$ cat config.mk
export PLATFORM = sky130hd
export DESIGN_NAME = fpu_wb_queue
export DESIGN_NICKNAME = d
export VERILOG_FILES = /design/src/rtl/fpu_wb_queue.sv
export SDC_FILE = /design/constraint.sdc
export NUM_CORES = 1
export LEC_CHECK = 0
export CORE_ASPECT_RATIO = 1.1
export CORE_MARGIN = 2
export CORE_UTILIZATION = 59
export DETAILED_ROUTE_END_ITERATION = 16
export PLACE_DENSITY = 0.82
export SYNTH_ARGS = -nofsm -noshare
export SYNTH_HDL_FRONTEND = slang
export SYNTH_SLANG_ARGS = --single-unit
$ cat constraint.sdc
create_clock -name clk -period 5.2 [get_ports clk]
set_input_delay 1.04 -clock clk [delete_from_list [all_inputs] [get_ports clk]]
set_output_delay 1.04 -clock clk [all_outputs]
set_load 0.005 [all_outputs]
$ cat src/rtl/fpu_wb_queue.sv
// FPU writeback queue: buffers non-stallable FPU results in a circular FIFO and
// drains them over a valid/ready port, with a credit counter gating new issues.
module fpu_wb_queue #(
    parameter int LG_PRF_WIDTH = 4,
    parameter int LG_ROB_WIDTH = 4,
    parameter int LG_FCR_WIDTH = 4,
    parameter int LG_Q_DEPTH   = 2
) (
    input  logic                    clk,
    input  logic                    reset,
    input  logic                    fpu_start,
    input  logic                    fpu_val,
    input  logic                    fpu_cmp_val,
    input  logic [63:0]             fpu_y,
    input  logic [LG_ROB_WIDTH-1:0] fpu_rob_ptr,
    input  logic [LG_PRF_WIDTH-1:0] fpu_dst_ptr,
    input  logic [LG_FCR_WIDTH-1:0] fpu_fcr_ptr,
    output logic                    issue_ok,
    output logic                    wb_val,
    input  logic                    wb_ready,
    output logic                    wb_is_fcr,
    output logic [63:0]             wb_data,
    output logic [LG_ROB_WIDTH-1:0] wb_rob_ptr,
    output logic [LG_PRF_WIDTH-1:0] wb_dst_ptr,
    output logic [LG_FCR_WIDTH-1:0] wb_fcr_ptr,
    output logic                    err
);

    localparam int DEPTH = 1 << LG_Q_DEPTH;
    localparam logic [LG_Q_DEPTH:0]   CNT_FULL = (LG_Q_DEPTH+1)'(DEPTH);
    localparam logic [LG_Q_DEPTH:0]   CNT_ONE  = (LG_Q_DEPTH+1)'(1);
    localparam logic [LG_Q_DEPTH-1:0] PTR_ONE  = LG_Q_DEPTH'(1);

    typedef struct packed {
        logic                    is_fcr;
        logic [63:0]             data;
        logic [LG_ROB_WIDTH-1:0] rob;
        logic [LG_PRF_WIDTH-1:0] dst;
        logic [LG_FCR_WIDTH-1:0] fcr;
    } entry_t;

    entry_t                mem_q [DEPTH];
    logic [LG_Q_DEPTH-1:0] rd_ptr_q, rd_ptr_d;
    logic [LG_Q_DEPTH-1:0] wr_ptr_q, wr_ptr_d;
    logic [LG_Q_DEPTH:0]   occ_q, occ_d;
    logic [LG_Q_DEPTH:0]   r_resv_q, r_resv_d;
    logic                  err_q, err_d;

    logic   enq, enq_ok, deq, full, start_ok, underflow;
    entry_t wr_entry, head;

    always_comb begin
        enq      = fpu_val | fpu_cmp_val;
        full     = (occ_q == CNT_FULL);
        enq_ok   = enq & ~full;
        wb_val   = (occ_q != '0);
        deq      = wb_val & wb_ready;
        issue_ok = (r_resv_q < CNT_FULL);
        start_ok = fpu_start & issue_ok;
        // A drain with no outstanding credit means a result arrived unissued.
        underflow = deq & ~start_ok & (r_resv_q == '0);

        wr_entry.is_fcr = fpu_cmp_val;
        wr_entry.data   = fpu_y;
        wr_entry.rob    = fpu_rob_ptr;
        wr_entry.dst    = fpu_dst_ptr;
        wr_entry.fcr    = fpu_fcr_ptr;

        wr_ptr_d = enq_ok ? wr_ptr_q + PTR_ONE : wr_ptr_q;
        rd_ptr_d = deq    ? rd_ptr_q + PTR_ONE : rd_ptr_q;

        occ_d = occ_q;
        case ({enq_ok, deq})
            2'b10:   occ_d = occ_q + CNT_ONE;
            2'b01:   occ_d = occ_q - CNT_ONE;
            default: occ_d = occ_q;
        endcase

        r_resv_d = r_resv_q;
        case ({start_ok, deq})
            2'b10:   r_resv_d = r_resv_q + CNT_ONE;
            2'b01:   r_resv_d = underflow ? r_resv_q : r_resv_q - CNT_ONE;
            default: r_resv_d = r_resv_q;
        endcase

        err_d = err_q
              | (fpu_val & fpu_cmp_val)
              | (enq & full)
              | underflow
              | (fpu_start & ~issue_ok);
    end

    always_ff @(posedge clk or negedge reset) begin
        if (!reset) begin
            rd_ptr_q <= '0;
            wr_ptr_q <= '0;
            occ_q    <= '0;
            r_resv_q <= '0;
            err_q    <= 1'b0;
        end else begin
            rd_ptr_q <= rd_ptr_d;
            wr_ptr_q <= wr_ptr_d;
            occ_q    <= occ_d;
            r_resv_q <= r_resv_d;
            err_q    <= err_d;
        end
    end

    // Storage is never read while empty, so it needs no reset.
    always_ff @(posedge clk) begin
        if (enq_ok) begin
            mem_q[wr_ptr_q] <= wr_entry;
        end
    end

    always_comb begin
        head       = mem_q[rd_ptr_q];
        err        = err_q;
        wb_is_fcr  = wb_val ? head.is_fcr : 1'b0;
        wb_data    = wb_val ? head.data   : '0;
        wb_rob_ptr = wb_val ? head.rob    : '0;
        wb_dst_ptr = wb_val ? head.dst    : '0;
        wb_fcr_ptr = wb_val ? head.fcr    : '0;
    end

endmodule

* Word level (Yosys, flattened, before mapping)
Memory sizes are Yosys's and may differ from the RTL's.
Index checks and enable logic that the tools add are counted.
** Storage, ports and cells
- Bits in writable memories :: 308
- Output and inout port bits :: 80
- Flip-flop bits (word level) :: 11
- Word-level logic and storage cells :: 50
- Memories :: 1
- Input port bits :: 82
** Cells by class
- Reductions and logical operators :: 5
- Eq/ne operators :: 6
- Bitwise operators :: 16
- Order comparisons :: 1
- Add/subtract/negate cells :: 6
- Muxes and demuxes :: 10
** Memories
- mem_q :: depth 4, bits a word 77, read ports 1, clocked after Yosys merged registers in 0, write ports 1, line 42 : entry_t mem_q [DEPTH];
** Operators by type and width (count)
- two-way mux 64 bit :: 1
- two-way mux 4 bit :: 3
- case mux 3 bit (2 select lines) :: 2
- AND 1 bit :: 8
- adder 3 x 1 -> 3 bit, second input constant :: 2
- subtractor 3 x 1 -> 3 bit, second input constant :: 2
- bitwise OR 1 bit :: 5
- adder 2 x 1 -> 2 bit, second input constant :: 2
- == test 2 x 1 -> 1 bit, second input constant :: 2
- == test 2 bit, second input constant :: 2
- nonzero test 2 bit :: 2
- == test 3 bit, second input constant :: 1
- logical NOT 3 bit :: 1
- less-than comparator 3 bit, second input constant :: 1
- two-way mux 1 bit :: 3
- two-way mux 3 bit :: 1
- inverter 1 bit :: 3
- nonzero test 3 bit :: 1
- inequality test 2 bit, second input constant :: 1
- AND reduction 2 bit :: 1

* Depth between registers and ports, before layout
- Depth in word-level cells :: 7
- Depth in mapped cells :: 9
- Depth with buffers taken out :: 9

* Least setup slack after synthesis
OpenSTA, ideal clock, no wires.
- Path type :: input -> register
- From :: in fpu_cmp_val
- To :: mem mem_q[0][0] (netlist bit) (enable)
- Data required time :: 4.756 ns
- Path buffers :: 0
- Slack :: 1.481 ns
- Data arrival time :: 3.275 ns
- Stages on the path :: 3
- Library setup time :: 0.444 ns
- Cells stage by stage :: nor2_1 > a21oi_1 > and2_1
** On the way
- Word-level cells in the longest chain between the ends :: 4
** Ends and longest elaborated chain
- from (decl) :: line 13 : input logic fpu_cmp_val,
- bitwise OR 1 bit :: line 53 : enq = fpu_val | fpu_cmp_val;
- AND 1 bit :: line 55 : enq_ok = enq & ~full;
- two-way mux 1 bit :: line 111 : if (enq_ok) begin
- two-way mux 1 bit (implied by the code) :: line 112 : mem_q[wr_ptr_q] <= wr_entry;
- to (decl) :: line 42
Every way passes these cells.

* Worst setup path after layout
- From :: reg rd_ptr_q[0]
- To :: out wb_data[36]
** On the way
- Word-level cells in the longest chain between the ends :: 2
** Ends and longest elaborated chain
- from (decl) :: line 43 : logic [LG_Q_DEPTH-1:0] rd_ptr_q, rd_ptr_d;
- from (signal assigned) :: line 101 : rd_ptr_q <= rd_ptr_d;
- memory (4 x 77 bit)
- two-way mux 64 bit :: line 120 : wb_data = wb_val ? head.data : '0;
- to (decl) :: line 22 : output logic [63:0] wb_data,
Every way passes these cells.

==> metrics.yaml <==
drt:
  dr.first_iter.drc_count: 500
  drt_wl_total_um: 24750
  wl_per_cell_um: 24.55
  drtPass1Iterations: 4
  detail-route-antenna-nets: 0
  avgViaCountPerCell: 6.013
  vias: 6061
  post-route-drc-count: 0
global_route:
  grt_max_degree: 79
  grt_usage: 0.2278
  antenna_found_initial: 1
  grt_pass1_vias: 6337
  grt_first_pass_wirelength_um: 37230
  grt.overflow.total: 0
cts:
  postCtsSetupBuffers: 0
  htreeDepth: 1
  hold_buffers: 0
  clk_latency_ns: 0.55
  root_buffer: "clkbuf_16"
  cts_buffers: 30
  clockBufferDepth: 3
  clkTransAtPathRegs_ns: 0.06
  post_cts_resized: 0
  cts_tree: "yes"
  cts_sinks: 319
critical_path:
  critPathKind: "register to primary output"
  slowest_stage: "dfrtp_4"
  end_kind: "primary output"
  start_kind: "register"
  crit_family: "buffers and inverters"
  cp_data_arrival_time_ns: 3.12
  worstPathCellList: "buf_12 -> mux4_2 -> and2_1 -> clkdlybuf4s50_1"
  required_ns: 4.16
  path_max_fanout: 51
  cpPeakStageDelay_ns: 0.82
  path_buf_inv: 2
timing:
  min_period_over_period: 0.7991
  fmax_mhz: 240.7
  rsz0062_at_grt: "false"
  fin_skew_ns: 0.01067
  hold_ws_ns: 0.6003
  worst_pin_slew_ns: 1.202
  fin_crit_ns: 4.155
  setup_viol: 0
  setup_ws_ns: 1.045
  slew_viol_final: 0
  setup_tns_ns: 0
  maxSlewHeadroom: 0.1989
  finalHoldViolCount: 0
floorplan:
  die_h_um: 155.7
  core_um2: 20580
  dieWidth_um: 141.9
  initial_core_util: 0.5996
  dieArea_um2: 22080
  boundaryPins: 162
  rows: 55
synth:
  synth-seq-area-share: 0.7720
  synth_seq_cells: 319
  synth_area_leader_cell: "edfxtp_1"
  synth_nets: 649
  netlist_area_um2: 12340
  yosysUniqueCellTypes: 34
  postSynthAreaPerCell_um2: 22.03
  postSynthCellCount: 560
  synthFlopType: "edfxtp_1"
  synth_area_leaders: "edfxtp_1, mux4_2, and2_1"
  synth-edff-count: 308
  synth.top_cells.by_count: "edfxtp_1, and2_1, mux4_2"
  ys_warn_count: 0
  synth_most_common_cell: "edfxtp_1"
  async_flop_share: 0.03448
  synth.top_cell.area_share: 0.7497
layout:
  fin_nets: 817
  final_layout_size_suffix_gt1_frac: 0.1782
  num_antenna_cells: 0
  postLayoutCoreUtil: 0.7393
  area_growth_syn_to_layout_pct: 23.30
power_and_ir_drop:
  p_per_area_nw_per_um2: 638.5
  ir_worst_vdd_mv: 0.4378
  p_leak_nw: 5.011
  power_mw: 9.712
placed_design:
  dp_hpwl_um: 13460
  port_buffers: 161
  gp_congestion: 0.7274
  dp_slack_ns: 1.409
worst_hold_path:
  hp-class: "register to register"
job:
  maxCapViolations: 0
outcome:
  status: "complete, no violations"
path summary, 6_finish.rpt:
kind	from	to	slack [ns]	depth (start not counted)
worst max-delay path	rd_ptr_q[0]	wb_data[36]	1.04	4
worst min-delay path	occ_q[2]	occ_q[2]	0.60	1
worst max register to register	occ_q[0]	mem_q[0][57]	2.52	3
worst min register to register	occ_q[2]	occ_q[2]	0.60	1
max in group asynchronous	reset	rd_ptr_q[1]	3.92	1
min in group asynchronous	reset	r_resv_q[2]	0.86	1
layout make-up:
type | count | area [um^2]
clock inverter | 11 | 157.7
sequential | 319 | 9532
tap | 256 | 320.3
fill | 1118 | 5365
clock buffer | 45 | 889.6
multi-input combinational | 204 | 2635
inverter | 10 | 37.54
timing repair buffer | 163 | 1639
report_power, final:
part           switching [mW]  total, mW  leakage, nW  internal, mW
clock                   0.887       2.26        0.505          1.38
combinational            1.42       3.36         1.54          1.95
sequential              0.405       4.08         2.97          3.68
flip-flops by register name, summed over array words and instances (netlist names):
register and flops:
mem_q 308, occ_q 3, r_resv_q 3, rd_ptr_q 2, wr_ptr_q 2, err 1
per-layer routing:
layer  track usage  up-vias  wire length [um]  part of all wire
met5             0        -                 0                 0
met4       0.09000        0               839             0.034
met3       0.03346       53              1492             0.060
met2        0.3816      261             12740              0.51
met1        0.3086     3143              9677              0.39
li1              -     2604                 -                 -
placed cells by master (no fill, tap or decap), types with 2 or more instances in the layout:
| cell type | netlist | final |
|---|---|---|
| nand2_1 | 4 | 4 |
| a21oi_1 | 3 | 3 |
| clkbuf_16 | 0 | 32 |
| dfrtp_4 | 0 | 2 |
| dfrtp_1 | 11 | 9 |
| and2_4 | 0 | 4 |
| xnor2_1 | 4 | 4 |
| nor2_1 | 6 | 6 |
| o221ai_1 | 2 | 2 |
| inv_1 | 9 | 9 |
| clkdlybuf4s50_1 | 0 | 161 |
| o21bai_1 | 2 | 2 |
| edfxtp_1 | 308 | 308 |
| clkinvlp_4 | 0 | 2 |
| ha_1 | 5 | 5 |
| clkinv_2 | 0 | 3 |
| mux4_2 | 77 | 77 |
| o21ai_0 | 2 | 2 |
| clkinv_1 | 0 | 2 |
| fa_1 | 2 | 2 |
| bufinv_16 | 0 | 4 |
| mux2i_1 | 2 | 2 |
| xor2_1 | 2 | 2 |
| and2_1 | 81 | 77 |
| clkbuf_1 | 12 | 9 |
| clkbuf_8 | 0 | 4 |
logic make-up (layout without fill, tap and decap cells):
logic type               Yosys count  count (layout)  synth area share
multiplexers                      79              79            0.1422
flip-flops                       319             319            0.7720
adder cells (fa/ha/maj)            7               7          0.008317
buffers and inverters             37             229           0.01531
AND/OR/NAND/NOR                   95              95           0.04615
XOR/XNOR                           7               7          0.005578
AO/OA/AOI/OAI                     16              16           0.01045
metrics by stage:
stage	instances	cell area, um^2
floorplan	560	12340
global placement	952	14160
detailed placement	952	14160
CTS	1008	15210
global route	1008	15210
finish	1008	15210
Note: power is estimated with default switching activity, not from simulation.
